## src/rtl/divider2_control_pkg.sv

```systemverilog
// Shared types and constants for the divider2 datapath and its sequencing controller.
package divider2Pkg;

   localparam int DIV_ITERATIONS = 32;

   typedef enum logic {
      DIVISOR_IN,
      NEG_DIVISOR_IN
   } divisorMux;

   typedef enum logic [2:0] {
      REM_DIVIDEND,
      REM_NEG_DIVIDEND,
      REM_SHIFT_SUB,
      REM_SHIFT_KEEP,
      REM_NEGATE
   } remainderMux;

   typedef enum logic [1:0] {
      QUO_CLEAR,
      QUO_SHIFT_IN,
      QUO_ALL_ONES,
      QUO_NEGATE
   } quotientMux;

   typedef enum logic [2:0] {
      S_IDLE,
      S_DIVIDE,
      S_FIXUP,
      S_DBZ,
      S_DONE
   } divCtrlState;

endpackage

```

## src/rtl/divider2_control_counter.sv

```systemverilog
// Loadable iteration down-counter; holds at zero and flags it.
module divIterCounter #(
   parameter int WIDTH = 5
) (
   input  logic             clk,
   input  logic             reset,
   input  logic             clear,
   input  logic             load,
   input  logic [WIDTH-1:0] load_value,
   input  logic             dec,
   output logic             zero
);

   logic [WIDTH-1:0] count;

   always_ff @(posedge clk or negedge reset) begin
      if (!reset) begin
         count <= '0;
      end else if (clear) begin
         count <= '0;
      end else if (load) begin
         count <= load_value;
      end else if (dec && (count != '0)) begin
         count <= count - 1'b1;
      end
   end

   assign zero = (count == '0);

endmodule

```

## src/rtl/divider2_control.sv

```systemverilog
// Sequencing controller for the radix-2 restoring divider: operand load,
// iteration, sign fix-up, divide-by-zero and flush handling.
module divider2_control
   import divider2Pkg::*;
#(
   parameter int ITERATIONS = DIV_ITERATIONS
) (
   input  logic        clk,
   input  logic        reset,
   input  logic        start,
   input  logic        signedOp,
   input  logic        flush,
   input  logic        dividendSign,
   input  logic        divisorSign,
   input  logic        divisorZero,
   input  logic        trialNeg,
   output logic        divisorEn,
   output divisorMux   divisorSel,
   output logic        remainderEn,
   output remainderMux remainderSel,
   output logic        quotientEn,
   output quotientMux  quotientSel,
   output logic        quotientBit,
   output logic        busy,
   output logic        done,
   output logic        divByZero
);

   localparam int CW = $clog2(ITERATIONS);

   divCtrlState state, state_next;
   logic        q_neg, r_neg, dbz_flag;
   logic        cnt_load, cnt_dec, cnt_zero;
   logic        accept;

   divIterCounter #(.WIDTH(CW)) u_counter (
      .clk        (clk),
      .reset      (reset),
      .clear      (flush),
      .load       (cnt_load),
      .load_value (CW'(ITERATIONS - 1)),
      .dec        (cnt_dec),
      .zero       (cnt_zero)
   );

   assign accept = (state == S_IDLE) && start && !divisorZero && !flush;

   always_ff @(posedge clk or negedge reset) begin
      if (!reset) begin
         state    <= S_IDLE;
         q_neg    <= 1'b0;
         r_neg    <= 1'b0;
         dbz_flag <= 1'b0;
      end else begin
         state <= state_next;
         if (flush) begin
            q_neg    <= 1'b0;
            r_neg    <= 1'b0;
            dbz_flag <= 1'b0;
         end else begin
            if (accept) begin
               q_neg <= signedOp & (dividendSign ^ divisorSign);
               r_neg <= signedOp & dividendSign;
            end
            if (state == S_DBZ) begin
               dbz_flag <= 1'b1;
            end else if (state == S_DONE) begin
               dbz_flag <= 1'b0;
            end
         end
      end
   end

   always_comb begin
      state_next   = state;
      divisorEn    = 1'b0;
      divisorSel   = DIVISOR_IN;
      remainderEn  = 1'b0;
      remainderSel = REM_DIVIDEND;
      quotientEn   = 1'b0;
      quotientSel  = QUO_CLEAR;
      quotientBit  = 1'b0;
      done         = 1'b0;
      divByZero    = 1'b0;
      cnt_load     = 1'b0;
      cnt_dec      = 1'b0;
      busy         = (state != S_IDLE);

      case (state)
         S_IDLE: begin
            if (start) begin
               if (!divisorZero) begin
                  divisorEn    = 1'b1;
                  divisorSel   = (signedOp & divisorSign) ? NEG_DIVISOR_IN : DIVISOR_IN;
                  remainderEn  = 1'b1;
                  remainderSel = (signedOp & dividendSign) ? REM_NEG_DIVIDEND : REM_DIVIDEND;
                  quotientEn   = 1'b1;
                  quotientSel  = QUO_CLEAR;
                  cnt_load     = 1'b1;
                  state_next   = S_DIVIDE;
               end else begin
                  state_next = S_DBZ;
               end
            end
         end
         S_DIVIDE: begin
            remainderEn  = 1'b1;
            remainderSel = trialNeg ? REM_SHIFT_KEEP : REM_SHIFT_SUB;
            quotientEn   = 1'b1;
            quotientSel  = QUO_SHIFT_IN;
            quotientBit  = ~trialNeg;
            cnt_dec      = 1'b1;
            if (cnt_zero) begin
               state_next = S_FIXUP;
            end
         end
         S_FIXUP: begin
            quotientEn   = q_neg;
            quotientSel  = q_neg ? QUO_NEGATE : QUO_CLEAR;
            remainderEn  = r_neg;
            remainderSel = r_neg ? REM_NEGATE : REM_DIVIDEND;
            state_next   = S_DONE;
         end
         S_DBZ: begin
            quotientEn   = 1'b1;
            quotientSel  = QUO_ALL_ONES;
            remainderEn  = 1'b1;
            remainderSel = REM_DIVIDEND;
            state_next   = S_DONE;
         end
         S_DONE: begin
            done       = 1'b1;
            divByZero  = dbz_flag;
            state_next = S_IDLE;
         end
         default: state_next = S_IDLE;
      endcase

      // Flush overrides everything decided above, including the IDLE load.
      if (flush) begin
         state_next   = S_IDLE;
         divisorEn    = 1'b0;
         divisorSel   = DIVISOR_IN;
         remainderEn  = 1'b0;
         remainderSel = REM_DIVIDEND;
         quotientEn   = 1'b0;
         quotientSel  = QUO_CLEAR;
         quotientBit  = 1'b0;
         done         = 1'b0;
         divByZero    = 1'b0;
         cnt_load     = 1'b0;
         cnt_dec      = 1'b0;
      end
   end

endmodule

```

## config.mk

```make
export PLATFORM = sky130hd
export DESIGN_NAME = divider2_control
export DESIGN_NICKNAME = d
export VERILOG_FILES = /design/src/rtl/divider2_control_pkg.sv /design/src/rtl/divider2_control_counter.sv /design/src/rtl/divider2_control.sv
export SDC_FILE = /design/constraint.sdc
export NUM_CORES = 1
export LEC_CHECK = 0
export CAP_MARGIN = 10
export CORE_ASPECT_RATIO = 1.5
export CORE_MARGIN = 2
export CORE_UTILIZATION = 25
export DETAILED_ROUTE_END_ITERATION = 8
export GPL_TIMING_DRIVEN = 0
export PLACE_DENSITY_LB_ADDON = 0.12
export SYNTH_ARGS = -nofsm -noshare
export SYNTH_HDL_FRONTEND = slang
export SYNTH_SLANG_ARGS = --single-unit
```

## constraint.sdc

```tcl
create_clock -name clk -period 2 [get_ports clk]
set_clock_uncertainty 0.15 [all_clocks]
set_input_delay 0.4 -clock clk [delete_from_list [all_inputs] [get_ports clk]]
set_output_delay 0.4 -clock clk [all_outputs]
set_load 0.02 [all_outputs]
```

### Word level (Yosys, flattened, before mapping)

Index checks and enable logic that the tools add are counted.

| storage, ports and cells | value |
|---|---|
| flip-flop bits (word level) | 11 |
| bits of input ports | 9 |
| output and inout port bits | 13 |
| word-level logic and storage cells | 79 |

| operators by class | value |
|---|---|
| add/subtract/negate cells | 1 |
| equal/unequal tests | 6 |
| muxes and demuxes | 46 |
| bitwise gates (word level) | 5 |
| reductions and logical operators | 16 |

Operator list:

| operator | count |
|---|---|
| $mux 1 | 30 |
| $pmux 3 s3 | 2 |
| $mux 3 | 5 |
| $mux 5 | 3 |
| $reduce_bool 3->1 | 3 |
| $eq 3x2->1 const B | 2 |
| $mux 2 | 3 |
| $ne 3x3->1 const B | 2 |
| $pmux 1 s3 | 2 |
| $pmux 2 s3 | 1 |
| $logic_not 5->1 | 1 |
| $reduce_bool 5->1 | 1 |
| $sub 5x1->5 const B | 1 |
| $logic_and 1x1->1 | 4 |
| $reduce_or 2->1 | 2 |
| $and 1x1->1 | 3 |
| $eq 3x1->1 const B | 1 |
| $eq 3x3->1 const B | 1 |
| $logic_not 3->1 | 1 |
| $logic_not 1->1 | 2 |
| $reduce_and 2->1 | 1 |
| $reduce_bool 2->1 | 1 |
| $not 1->1 | 1 |
| $xor 1x1->1 | 1 |

### Logic depth before layout (Yosys ltp)

Gate-level depths: netlist (run 1).

| logic depth | value |
|---|---|
| depth in word-level cells | 7 |
| depth in mapped cells | 5 |
| depth with buffers taken out | 5 |

### By module

Synthesis (run 1) repeated with hierarchy kept, for this count alone.

| second synthesis, totals | value |
|---|---|
| cell total of the unflattened synthesis | 90 |
| area, all modules | 805.8 µm² |

By module, submodules not included:

| module | instances | cells each | area an instance (µm²) | sequential area each (µm²) |
|---|---|---|---|---|
| divider2_control | 1 | 55 | 454.2 | 150.1 |
| divIterCounter | 1 | 35 | 351.6 | 125.1 |

### Worst setup path after synthesis (run 1)

No wires, ideal clock.

| path | value |
|---|---|
| kind | flip-flop to output port |
| start | reg state[1] |
| end | out remainderSel[0] |
| data arrival time | 1.621 ns |
| data required time | 1.450 ns |
| path slack | -0.171 ns |
| cell stages (with the launch flop) | 5 |
| buffers on the path | 1 |
| cell sequence | dfrtp_1 clkbuf_1 nor2_1 nand4_1 a221oi_1 |

| between the ends | value |
|---|---|
| cells in the longest elaborated chain, start to end | 3 |
| elaborated cells between the ends (all ways) | 5 |
| those cells by class | eq/ne: 2; mux: 2; reduce/logical: 1 |

RTL lines:

| what | RTL line | source |
|---|---|---|
| start: declaration | divider2_control.sv:31 | `divCtrlState state, state_next;` |
| start signal: assignment | divider2_control.sv:55 | `state <= state_next;` |
| $eq 3x2->1 (tied with other cells) | divider2_control.sv:89 | `case (state)` |
| $pmux 3 s3 (*) | divider2_control.sv:89 |  |
| $mux 3 (*) | divider2_control.sv:140 | `if (flush) begin` |
| end: declaration | divider2_control.sv:20 | `output remainderMux remainderSel,` |

Every way passes the cells marked *; elsewhere a longest branch is shown, timed or not.

### Final worst setup path (run 1)

| path | value |
|---|---|
| start | reg state[0] |
| end | out remainderSel[0] |

The elaborated chain is that of the path after synthesis.

==> impl_metrics.json, run 1 <==
{
  "yosysMostFrequentCell": "dfrtp_1",
  "synth_edf_count": 0,
  "violations": "negative setup slack",
  "slew_headroom": 0.657,
  "dieArea_um2": 3320,
  "synth_common_cells": "dfrtp_1, a21oi_1, inv_1, nand2_1, nor2_1",
  "drt_wl_total_um": 2130,
  "crit_path_start_kind": "flop",
  "place.gp.congestion": 0.827,
  "crit_chain": "nor3b_4, buf_4, nand4_1, a221oi_2, buf_4",
  "cp_slowest_stage_delay_ps": 420,
  "worst_ep_arrival_time_ps": 1650,
  "required_ps": 1450,
  "synthTopCellsByArea": "dfrtp_1, a21oi_1, a211o_1",
  "async_reset_ff_frac": 1.00,
  "cp-end-kind": "primary output",
  "max_freq_ghz": 0.455,
  "dp_hpwl_um": 1420,
  "critical_path.most_common_cell": "buf_4",
  "clock_latency_ps": 240,
  "start_util": 0.265,
  "grt_start_max_net_pins": 12,
  "max_cap_violations": 0,
  "dpl_cell_area_um2": 978,
  "multiInputGateArea_um2": 483,
  "die-height_um": 69.5,
  "grt_first_pass_wirelength_um": 3350,
  "first_pass_iters": 4,
  "track_usage": 0.138,
  "cts_inserted_buffers": 3,
  "synth_seq_area_share": 0.385,
  "postCtsHoldBufs": 0,
  "hold_slack_ps": 356,
  "cts_tree": "built",
  "sequential_cell_area_um2": 278,
  "vias": 768,
  "synth_cell_types": 36,
  "yosys.area.top_type_share": 0.385,
  "drt-initial-drc-count": 10,
  "synthFlopType": "dfrtp_1",
  "core_um2": 2710,
  "timing.final.crit_period_ps": 2200,
  "critical_path_class": "flop to primary output",
  "powerDensity_nw_per_um2": 772,
  "syn_area_um2": 716,
  "post_drt_wl_per_cell_um": 13.3,
  "clockRootBuffer": "clkbuf_8",
  "irDropWorstVdd_mv": 0.612,
  "p_leak_uw": 0.000559,
  "slowest_stage": "dfrtp_2",
  "syn_nets": 92,
  "port-buffer-count": 21,
  "report.final.hold_viol_count": 0,
  "layout_setup_ws_ps": -196,
  "rsz0062_at_grt": "true",
  "path_max_fanout": 3,
  "vias_per_cell": 4.80,
  "ant_nets": 0,
  "drive_gt1_frac": 0.488,
  "synth_seq_cells": 11,
  "ys.warnings.count": 0,
  "die_width_um": 47.7,
  "cts-htree-levels": 1,
  "drc": 0,
  "ios": 22,
  "synth_cells": 82,
  "clk_path_buf_depth": 2,
  "row_count": 23,
  "hp-class": "primary input to async pin",
  "min_period_over_period": 1.10,
  "grt_pass1_vias": 751,
  "antenna_cells": 0,
  "fin_nets": 134,
  "maxSlewViolCount": 0,
  "syn_area_per_cell_um2": 8.73,
  "clk_pin_slew_worst_paths_ps": 50,
  "synth_top_area_cell": "dfrtp_1",
  "syn_to_final_growth_pct": 72.4,
  "cts_sinks": 11,
  "fillCellCount": 302,
  "fin_area_um2": 1230,
  "antenna_found_initial": 0,
  "tightest_slew_ps": 513,
  "gr-total-overflow": 0,
  "status": "finished, violations left",
  "setup_viol": 7
}
-- registers in the layout (all words and copies together) (netlist names) --
register / flops
r_neg: 1
u_counter.count: 5
dbz_flag: 1
q_neg: 1
state: 3
-- cell usage in the layout (no fill, tap or decap), drive strengths merged, types with 3 or more instances in the layout --
master	n
nor2	6
nor3	5
a211o	3
dfrtp	11
a21oi	8
clkdlybuf4s50	5
clkbuf	7
inv	6
nand4	3
buf	30
nand2	6
-- kinds of logic after synthesis --
family	synth area share
AOI/OAI and AO/OA	0.224
adders and majority gates	0.0175
xor gates and xnor gates	0.0122
and+or+nand+nor	0.280
buffers and inverters	0.0664
DFF	0.385
muxes	0.0157
-- path summary, 6_finish.rpt --
path,from,endpoint,slack [ps],depth (start not counted)
max reg2reg,state[0],u_counter.count[2],80,6
min reg2reg,u_counter.count[1],u_counter.count[1],380,1
max,state[0],remainderSel[0],-200,5
min in group clk,u_counter.count[1],u_counter.count[1],380,1
min,reset,u_counter.count[3],360,1
max in group asynchronous,reset,state[2],970,1
-- area by class of cell --
class | count | share of cell area
multi-input combinational | 60 | 0.391
timing repair buffer | 37 | 0.244
sequential | 11 | 0.225
tap | 37 | 0.0375
clock buffer | 4 | 0.0365
buffer | 4 | 0.0355
inverter | 7 | 0.0294
-- critical path, delay by kind of cell (launching register included) --
| kind | cells | cell delay (ps) |
|---|---|---|
| AO/OA/AOI/OAI | 1 | 250 |
| buffers and inverters | 2 | 340 |
| flip-flops | 1 | 420 |
| AND/OR/NAND/NOR | 2 | 400 |
-- where the power goes --
part,switching (uW),leakage [uW],internal (uW)
logic,224,0.000391,212
clock network,81.3,0.0000228,140
registers,37.5,0.000145,258
-- stage by stage --
stage	total power [uW]	instances	utilization	setup WS [ps]	setup TNS, ps
4_1_cts	901	154	0.414	-201	-668
3_5_place_dp	624	140	0.362	-1160	-11220
3_3_place_gp	628	140	0.362	-1160	-11280
2_1_floorplan	506	82	-	-22.6	-57.8
5_1_grt	1020	160	0.456	-267	-1160
6_report	953	160	0.456	-196	-693
-- per-layer routing --
metal | part of all wire | global-route usage | up-vias
met5 | 0 | 0 | -
met4 | 0.040 | 0.0871 | 0
met3 | 0.043 | 0.0260 | 8
met2 | 0.53 | 0.213 | 19
met1 | 0.38 | 0.166 | 359
li1 | - | - | 382
-- timing repair --
item,CTS,global route
endpoints found under the setup margin,15,13
pin swaps,6,5
cloned,0,0
setup buffers,10,7
endpoints found under the hold margin,0,0
resized for setup,78,25
Power figures use the tool's default switching activity.
==> inputs of run 2 (changes only) <==
--- a/config.mk
+++ b/config.mk
@@ -12,6 +12,7 @@
 export DETAILED_ROUTE_END_ITERATION = 8
 export GPL_TIMING_DRIVEN = 0
 export PLACE_DENSITY_LB_ADDON = 0.12
+export SLEW_MARGIN = 0
 export SYNTH_ARGS = -nofsm -noshare
 export SYNTH_HDL_FRONTEND = slang
 export SYNTH_SLANG_ARGS = --single-unit
==> constraint.sdc (replaced) <==
create_clock -name clk -period 2 [get_ports clk]
set_clock_uncertainty 0.15 [all_clocks]
set_input_delay 0.5 -clock clk [delete_from_list [all_inputs] [get_ports clk]]
set_output_delay 0.5 -clock clk [all_outputs]
set_load 0.02 [all_outputs]
==> impl_metrics.json, run 2 (same netlist as run 1, synthesis figures left out) <==
{
  "dieArea_um2": 3320,
  "pwr-share-comb": 0.495,
  "path_max_fanout": 2,
  "timing.final.crit_period_ps": 2230,
  "maxSlewViolCount": 0,
  "whs_path_depth": 1,
  "violations": "negative setup slack",
  "placed_cells": 140,
  "pwr-share-seq": 0.287,
  "antenna_found_initial": 0,
  "gr-usage-met3": 0.0156,
  "worst_ep_arrival_time_ps": 1580,
  "start_util": 0.265,
  "drt_wl_total_um": 2270,
  "die_width_um": 47.7,
  "syn_to_final_growth_pct": 91.4,
  "slowest_stage": "clkdlybuf4s50_1",
  "finalNonFillerCells": 170,
  "min_period_over_period": 1.12,
  "cp_slowest_stage_delay_ps": 520,
  "final_core_util": 0.506,
  "fillCellCount": 269,
  "drive_gt1_frac": 0.579,
  "core_um2": 2710,
  "vias_per_cell": 4.94,
  "ant_nets": 0,
  "p_sw_uw": 362,
  "vias": 840,
  "most-common-layout-cells": "buf_4, buf_6, dfrtp_1",
  "clk_pin_slew_worst_paths_ps": 50,
  "reg2regPathDepth": 5,
  "slew_headroom": 0.666,
  "drt-initial-drc-count": 14,
  "clk_path_buf_depth": 2,
  "cts_tree": "built",
  "largest_reg_flops": 5,
  "top_usage_layer": "met2",
  "crit_chain": "clkdlybuf4s50_1, nand3_1, a221oi_4, buf_6",
  "place.gp.congestion": 0.740,
  "post_drt_wl_per_cell_um": 13.3,
  "powerDensity_nw_per_um2": 749,
  "port-buffer-count": 21,
  "irDropWorstVdd_mv": 0.444,
  "report.final.hold_viol_count": 0,
  "status": "finished, violations left",
  "layout_setup_ws_ps": -235,
  "sequential_cell_area_um2": 278,
  "gr-total-overflow": 0,
  "fin_nets": 144,
  "postCtsHoldBufs": 0,
  "cts_sinks": 11,
  "crit_path_start_kind": "primary input",
  "die-height_um": 69.5,
  "cp-end-kind": "primary output",
  "cts_inserted_buffers": 3,
  "max_flop_register": "u_counter.count",
  "grt_pass1_vias": 790,
  "grt_first_pass_wirelength_um": 3680,
  "ios": 22,
  "tightest_slew_ps": 500,
  "hold_slack_ps": 376,
  "drc": 0,
  "grt_start_max_net_pins": 12,
  "dp_slack_ps": -1220,
  "multiInputGateArea_um2": 514,
  "grt_use_met2": 0.250,
  "rsz0062_at_grt": "true",
  "grt_util_met1": 0.179,
  "max_freq_ghz": 0.447,
  "antenna_cells": 0,
  "power.internal_uw": 664,
  "required_ps": 1350,
  "layout_commonest_cell": "buf_4",
  "track_usage": 0.153,
  "p_sw_frac": 0.353,
  "clock_latency_ps": 240,
  "clockRootBuffer": "clkbuf_8",
  "critical_path_class": "primary input to primary output",
  "cts-htree-levels": 1,
  "row_count": 23,
  "top_regs": "u_counter.count x5, state x3",
  "p_leak_uw": 0.000629,
  "dp_hpwl_um": 1530,
  "clockPowerShare": 0.217,
  "max_cap_violations": 0,
  "first_pass_iters": 4,
  "hp-class": "flop to flop",
  "setup_viol": 10
}
[run 2: changes by cell type in the layout (fill, tap and decap cells not counted), sizes merged]
cell,before,now
buf,30,44
clkbuf,7,6
clkdlybuf4s15,1,0
clkdlybuf4s50,5,3
[run 2: power by group through the flow]
| stage | logic [uW] | registers (uW) | clock network [uW] |
|---|---|---|---|
| 2_1_floorplan | 240 | 286 | 0 |
| 3_3_place_gp | 354 | 296 | 0 |
| 3_5_place_dp | 357 | 296 | 0 |
| 4_1_cts | 465 | 294 | 231 |
| 5_1_grt | 550 | 298 | 243 |
| 6_report | 508 | 295 | 223 |
[run 2: worst paths after layout]
path | slack [ps] | start | endpoint
min in group asynchronous | 440 | reset | u_counter.count[0]
max in group asynchronous | 890 | reset | state[0]
max reg2reg | 100 | u_counter.count[0] | u_counter.count[1]
min | 380 | u_counter.count[1] | u_counter.count[1]
max | -230 | trialNeg | remainderSel[0]
min reg2reg | 380 | u_counter.count[1] | u_counter.count[1]
[run 2: worst max-delay path, delay by kind of cell]
| family | cells | cell delay (ps) |
|---|---|---|
| compound gates | 1 | 270 |
| simple gates | 1 | 140 |
| buf+inv | 2 | 670 |
[run 2: through the flow]
step / TNS (ps) / area (um2) / power (uW)
global route: -1870 / 1370 / 1090
global placement: -14310 / 1030 / 650
finish: -1390 / 1370 / 1030
CTS: -1080 / 1270 / 990
detailed placement: -14030 / 1030 / 653
floorplan: -346 / 777 / 526
[run 2: final cells by class]
| type | count | share of cell area |
|---|---|---|
| plain buffers | 4 | 0.0393 |
| inverters | 7 | 0.0247 |
| flip-flops and latches | 11 | 0.203 |
| repair buffers | 47 | 0.291 |
| clock buffers | 4 | 0.0329 |
| multi-input cells | 60 | 0.375 |
| well taps | 37 | 0.0338 |
[run 2: what timing repair did]
item	in CTS	in global routing
pin swaps	10	7
gates resized for setup	104	16
endpoints found under the setup margin	17	12
setup buffers	20	6
[run 2: routing by layer]
layer	part of all wire	routed length, um
met1	0.39	874
met2	0.56	1280
met3	0.030	68
met4	0.020	46
met5	0	0
